===== src/rtl/mbe_pkg.sv =====
// Shared types and constants for the radix-4 modified-Booth partial-product generator.
package mbe_pkg;

  localparam int unsigned SIG_W = 11;
  localparam int unsigned PP_W  = 12;
  localparam int unsigned N_PP  = 6;

  typedef struct packed {
    logic one;
    logic two;
    logic neg;
  } booth_sel_t;

  typedef struct packed {
    logic [N_PP-1:0][PP_W-1:0] pp;
    logic [N_PP-1:0]           s;
    logic                      zero;
  } pp_set_t;

  // grp = {b[2i+1], b[2i], b[2i-1]}; the 111 group decodes to +0 (neg=0).
  function automatic booth_sel_t booth_decode(input logic [2:0] grp);
    booth_sel_t sel;
    sel.one = grp[1] ^ grp[0];
    sel.two = (grp[2] & ~grp[1] & ~grp[0]) | (~grp[2] & grp[1] & grp[0]);
    sel.neg = grp[2] & ~(grp[1] & grp[0]);
    return sel;
  endfunction

endpackage


===== src/rtl/booth_enc_row.sv =====
// One Booth row: selects 0/A/2A from a 3-bit multiplier group and one's-complements it when negative.
module booth_enc_row
  import mbe_pkg::*;
(
  input  logic [2:0]       grp,
  input  logic [SIG_W-1:0] a,
  output logic [PP_W-1:0]  pp,
  output logic             neg
);

  booth_sel_t       sel;
  logic [PP_W-1:0]  mag;

  always_comb begin
    sel = booth_decode(grp);
    mag = '0;
    if (sel.one)
      mag = {1'b0, a};
    else if (sel.two)
      mag = {a, 1'b0};
    pp  = sel.neg ? ~mag : mag;
    neg = sel.neg;
  end

endmodule


===== src/rtl/mbe_pp_gen.sv =====
// Registered radix-4 Booth partial-product generator for the FP16 significand multiplier,
// with a main+skid elastic output buffer and a pass-through sideband tag.
module mbe_pp_gen
  import mbe_pkg::*;
#(
  parameter int unsigned TAG_W = 8,
  parameter int unsigned SIG_W = 11
) (
  input  logic             clk,
  input  logic             rst_n,
  input  logic             in_valid,
  output logic             in_ready,
  input  logic [SIG_W-1:0] in_a,
  input  logic [SIG_W-1:0] in_b,
  input  logic [TAG_W-1:0] in_tag,
  output logic             out_valid,
  input  logic             out_ready,
  output logic [11:0]      pp1,
  output logic [11:0]      pp2,
  output logic [11:0]      pp3,
  output logic [11:0]      pp4,
  output logic [11:0]      pp5,
  output logic [11:0]      pp6,
  output logic             s1,
  output logic             s2,
  output logic             s3,
  output logic             s4,
  output logic             s5,
  output logic             s6,
  output logic             out_zero,
  output logic [TAG_W-1:0] out_tag
);

  if (SIG_W != 11) begin : g_sig_w_check
    $fatal(1, "mbe_pp_gen: SIG_W must be 11");
  end

  logic [SIG_W+1:0]           b_ext;
  logic [N_PP-1:0][PP_W-1:0]  row_pp;
  logic [N_PP-1:0]            row_s;
  pp_set_t                    new_set;

  // b11 = 0 on top, b[-1] = 0 at the bottom.
  assign b_ext = {1'b0, in_b, 1'b0};

  for (genvar i = 0; i < N_PP; i++) begin : g_row
    booth_enc_row u_row (
      .grp (b_ext[2*i+2 -: 3]),
      .a   (in_a),
      .pp  (row_pp[i]),
      .neg (row_s[i])
    );
  end

  always_comb begin
    new_set      = '0;
    new_set.pp   = row_pp;
    new_set.s    = row_s;
    new_set.zero = (in_a == '0) | (in_b == '0);
  end

  logic             main_v, skid_v;
  pp_set_t          main_q, skid_q;
  logic [TAG_W-1:0] main_tag, skid_tag;
  logic             accept, xfer;

  assign in_ready = ~skid_v;
  assign accept   = in_valid & in_ready;
  assign xfer     = main_v & out_ready;

  // A full skid implies in_ready=0, so accept and skid-refill never coincide.
  always_ff @(posedge clk or negedge rst_n) begin
    if (!rst_n) begin
      main_v   <= 1'b0;
      skid_v   <= 1'b0;
      main_q   <= '0;
      skid_q   <= '0;
      main_tag <= '0;
      skid_tag <= '0;
    end else if (skid_v) begin
      if (xfer) begin
        main_q   <= skid_q;
        main_tag <= skid_tag;
        skid_v   <= 1'b0;
      end
    end else if (accept) begin
      if (!main_v || xfer) begin
        main_q   <= new_set;
        main_tag <= in_tag;
        main_v   <= 1'b1;
      end else begin
        skid_q   <= new_set;
        skid_tag <= in_tag;
        skid_v   <= 1'b1;
      end
    end else if (xfer) begin
      main_v <= 1'b0;
    end
  end

  assign out_valid = main_v;
  assign pp1       = main_q.pp[0];
  assign pp2       = main_q.pp[1];
  assign pp3       = main_q.pp[2];
  assign pp4       = main_q.pp[3];
  assign pp5       = main_q.pp[4];
  assign pp6       = main_q.pp[5];
  assign s1        = main_q.s[0];
  assign s2        = main_q.s[1];
  assign s3        = main_q.s[2];
  assign s4        = main_q.s[3];
  assign s5        = main_q.s[4];
  assign s6        = main_q.s[5];
  assign out_zero  = main_q.zero;
  assign out_tag   = main_tag;

endmodule


===== config.mk =====
export PLATFORM = sky130hd
export DESIGN_NAME = mbe_pp_gen
export DESIGN_NICKNAME = d
export VERILOG_FILES = /design/src/rtl/mbe_pkg.sv /design/src/rtl/booth_enc_row.sv /design/src/rtl/mbe_pp_gen.sv
export SDC_FILE = /design/constraint.sdc
export NUM_CORES = 1
export LEC_CHECK = 0
export BUFFER_PORTS_ARGS = -buffer_cell sky130_fd_sc_hd__buf_2
export CORE_AREA = 5 5 139 141
export CTS_CLUSTER_DIAMETER = 150
export DETAILED_ROUTE_END_ITERATION = 16
export DIE_AREA = 0 0 144 146
export HOLD_SLACK_MARGIN = 0.15
export PLACE_DENSITY_LB_ADDON = 0.25
export REMOVE_ABC_BUFFERS = 1
export SLEW_MARGIN = 40
export SYNTH_ARGS = -nofsm -noshare
export SYNTH_HDL_FRONTEND = slang
export SYNTH_SLANG_ARGS = --single-unit

===== constraint.sdc =====
create_clock -name clk -period 1.9 [get_ports clk]
set_clock_uncertainty 0.05 [all_clocks]
set_input_delay 0.095 -clock clk [delete_from_list [all_inputs] [get_ports clk]]
set_output_delay 0.095 -clock clk [all_outputs]
set_load 0.1 [all_outputs]

==> run_results.csv <==
group,metric,value,unit
clocking,cts_buffers,17,
finish,layout-drive-gt1-share,20.7,%
timing,layout_setup_ws,0.0864,ns
power_and_ir_drop,p_seq_share,29.0,%
power_and_ir_drop,switchingPower,11.7,mW
logic_synthesis,synthAdderAreaFrac,0.647,%
logic_synthesis,syn_inst,1106,
power_and_ir_drop,leakagePower,5.10,nW
place,placed_area,0.0106,mm²
finish,fin_cells,1441,
critical_path,cp-end-kind,"primary output",
hold_path,hold_depth,5,
global_route,grt_pass1_wl,42.3,mm
route,drtIter0Drc,604,
hold_path,holdPathEnd,"skid_q[0]",
clocking,cts_tree,"built",
route,first_pass_iters,6,
critical_path,worstSetupPathType,"reg -> out",
status,status,"completed",
critical_path,timing.rr.start,"skid_v",
power_and_ir_drop,total_power,21.8,mW
route,antenna_left,0,
critical_path,cp.required,1.75,ns
place,portBuffers,121,
logic_synthesis,ys_seq_area_share,45.0,%
place,gp_congestion,0.839,
floorplanning,ios,123,
clocking,clock_latency,0.43,ns
route,viasPerCell,5.86,
finish,nets,1238,
logic_synthesis,synth_xor_area_share,0.815,%
power_and_ir_drop,clkPwrFrac,16.1,%
power_and_ir_drop,p_int,10.1,mW
finish,diodes,0,
logic_synthesis,ys.flop_type,"dfrtp_1",
logic_synthesis,muxShareOfSynthArea,6.94,%
power_and_ir_drop,swShare,53.6,%
finish,final_cell_mix,"253 x nand2_1, 173 x dfrtp_1, 119 x buf_2",
clocking,cts_buffer_depth,2,
place,placed_cells,1392,
timing,tightest_slew,0.593,ns
critical_path,r2r-end,"s1",
floorplanning,placementRows,49,
clocking,clk_pin_slew,0.06,ns
logic_synthesis,synth_top_family_by_area,"simple AND/OR/NAND/NOR gates",
floorplanning,fp.dieH,146,µm
critical_path,r2r_slack,0.25,ns
global_route,grt_max_degree,57,
logic_synthesis,synth_edf_count,0,
hold_path,hold_class,"in -> reg",
route,via_count,8446,
route,wl_met2,11.7,mm
logic_synthesis,avgSynthCellArea,8.74,µm²
timing,final.setup.tns,0,ns
power_and_ir_drop,comb_power_share,54.9,%
route,routedWlPerCell,17.7,µm
critical_path,r2r.worst_path.cells,4,
critical_path,cp.arrival,1.67,ns
global_route,grt.total_usage,24.8,%
route,finalWirelength,25.5,mm
floorplanning,dieArea,0.0210,mm²
global_route,grt_overflow,0,
clocking,root_buffer,"clkbuf_16",
place,place_ws,0.171,ns
timing,clock.fmax,551,MHz
route,top_layer,"met4",
route,wl_met3,1.87,mm
critical_path,start_kind,"register",
timing,maxSlewHeadroom,60.5,%
logic_synthesis,synth-simple-area-share,23.6,%
timing,hold_viol,0,
hold_path,holdCritStartpoint,"in_b[10]",
clocking,post_cts_buffers,0,
logic_synthesis,yosysUniqueCellTypes,39,
timing,rsz0062_at_grt,"no",
logic_synthesis,ys_seq_elements,174,
global_route,grt_pass1_vias,7973,
logic_synthesis,synth_compound_area_share,17.2,%
route,drc,0,
power_and_ir_drop,peakVddDrop,1.82,mV
timing,slew_violations,0,
floorplanning,fp.dieW,144,µm
route,route.layer.met1.wl,11.6,mm
job,max-cap-violations,0,
global_route,antenna_found_initial,0,
timing,fin_crit,1.81,ns
logic_synthesis,netlist_area,0.00967,mm²
floorplanning,initial_utilization,54.2,%
critical_path,cp_max_fo,22,
floorplanning,core,0.0178,mm²
finish,fin_area,0.0114,mm²
clocking,cts.sinks,174,
finish,final_common_cell,"nand2_1",
logic_synthesis,ys.warnings.count,0,
timing,final-setup-viol-count,0,
clocking,ctsHtreeMaxLevel,4,
finish,area.growth.synth_to_final,17.4,%
power_and_ir_drop,powerDensity,1920,mW/mm²
logic_synthesis,async_reset_ff_share,100,%
timing,fin_crit_sh,95.5,%
place,hpwl,16.3,mm
==> synthesized netlist by cell type, drive strengths merged, types with 2 or more instances <==
master | count | area [µm²]
inv | 4 | 15.0
nand3b | 5 | 37.5
mux2i | 31 | 310
nand2 | 253 | 950
a22oi | 10 | 75.1
mux2 | 32 | 360
or3b | 4 | 40.0
a21o | 4 | 30.0
o21ai | 114 | 571
clkbuf | 65 | 244
nand2b | 46 | 288
nand3 | 86 | 430
nor2 | 10 | 37.5
nor3 | 2 | 10.0
dfrtp | 174 | 4350
nor4 | 4 | 25.0
nor2b | 5 | 31.3
nand4b | 40 | 350
a211oi | 7 | 72.6
ha | 5 | 62.6
nor4b | 4 | 77.6
o211ai | 86 | 651
a21oi | 49 | 245
xnor2 | 9 | 78.8
buf | 52 | 289
==> worst max path at each step <==
| stage | start | end | slack, ns | depth (start not counted) |
|---|---|---|---|---|
| 2_1_floorplan | skid_v | skid_q[19] | -4.84 | 3 |
| 3_5_place_dp | in_b[9] | pp6[8] | 0.17 | 5 |
| 5_1_grt | skid_v | in_ready | 0.002 | 3 |
| 3_3_place_gp | in_b[7] | pp5[8] | 0.22 | 7 |
| 4_1_cts | skid_v | in_ready | 0.07 | 3 |
| 6_report | skid_v | in_ready | 0.09 | 3 |
==> worst max-delay path, stage by stage (launching register included) <==
cell	delay, ns
dfrtp_2	0.46
inv_2	0.07
buf_4	0.33
buf_4	0.37
==> repair_timing <==
| item | CTS | global route |
|---|---|---|
| endpoints found under the setup margin | 1 | 8 |
| hold buffers | 17 | 0 |
| gates resized for setup | 1 | 1 |
| cloned | 0 | 0 |
| hold endpoints to repair | 196 | 0 |
==> cell families (layout without fill, tap and decap cells) <==
| logic type | count (synthesis) | in the layout |
|---|---|---|
| compound gates | 273 | 273 |
| xor+xnor | 9 | 9 |
| fa+ha+maj | 5 | 5 |
| buf+inv | 121 | 227 |
| flops | 174 | 174 |
| mux | 63 | 63 |
| other cells | 1 | 1 |
| simple gates | 460 | 460 |
==> final cells by class <==
class	count	area [µm²]
multi-input combinational	811	4770
clock inverter	9	108
clock buffer	23	478
timing repair buffer	191	1340
sequential	174	4360
inverter	4	15.0
tap	229	287
fill	1481	6490
==> registers in the layout, indices dropped and copies added (netlist names) <==
name       flops
skid_tag       8
out_tag        8
pp6           12
s3             1
s2             1
s5             1
skid_q        78
skid_v         1
pp2           12
pp4           12
s4             1
pp3           12
pp1           12
s1             1
out_valid      1
out_zero       1
pp5           12
==> metrics by stage <==
step,hold WS [ns],utilization [%]
2_1_floorplan,-0.251,-
3_3_place_gp,-0.0184,59.3
3_5_place_dp,-0.0174,59.3
4_1_cts,0.158,63.6
5_1_grt,0.170,63.6
6_report,0.182,63.6
==> power groups by stage <==
stage,Combinational [mW],Sequential (mW),Clock (mW)
floorplan,3.34,12.2,0
global placement,11.8,6.29,0
detailed placement,12.0,6.37,0
CTS,12.1,6.31,3.57
global route,12.7,6.53,3.73
finish,12.0,6.32,3.51
==> layer usage <==
layer | global-route usage [%] | vias to the layer above
li1 | - | 4072
met1 | 36.1 | 4066
met2 | 38.6 | 280
met3 | 4.30 | 28
met4 | 6.12 | 0
met5 | 0 | -
Note: power is estimated with default switching activity, not from simulation.
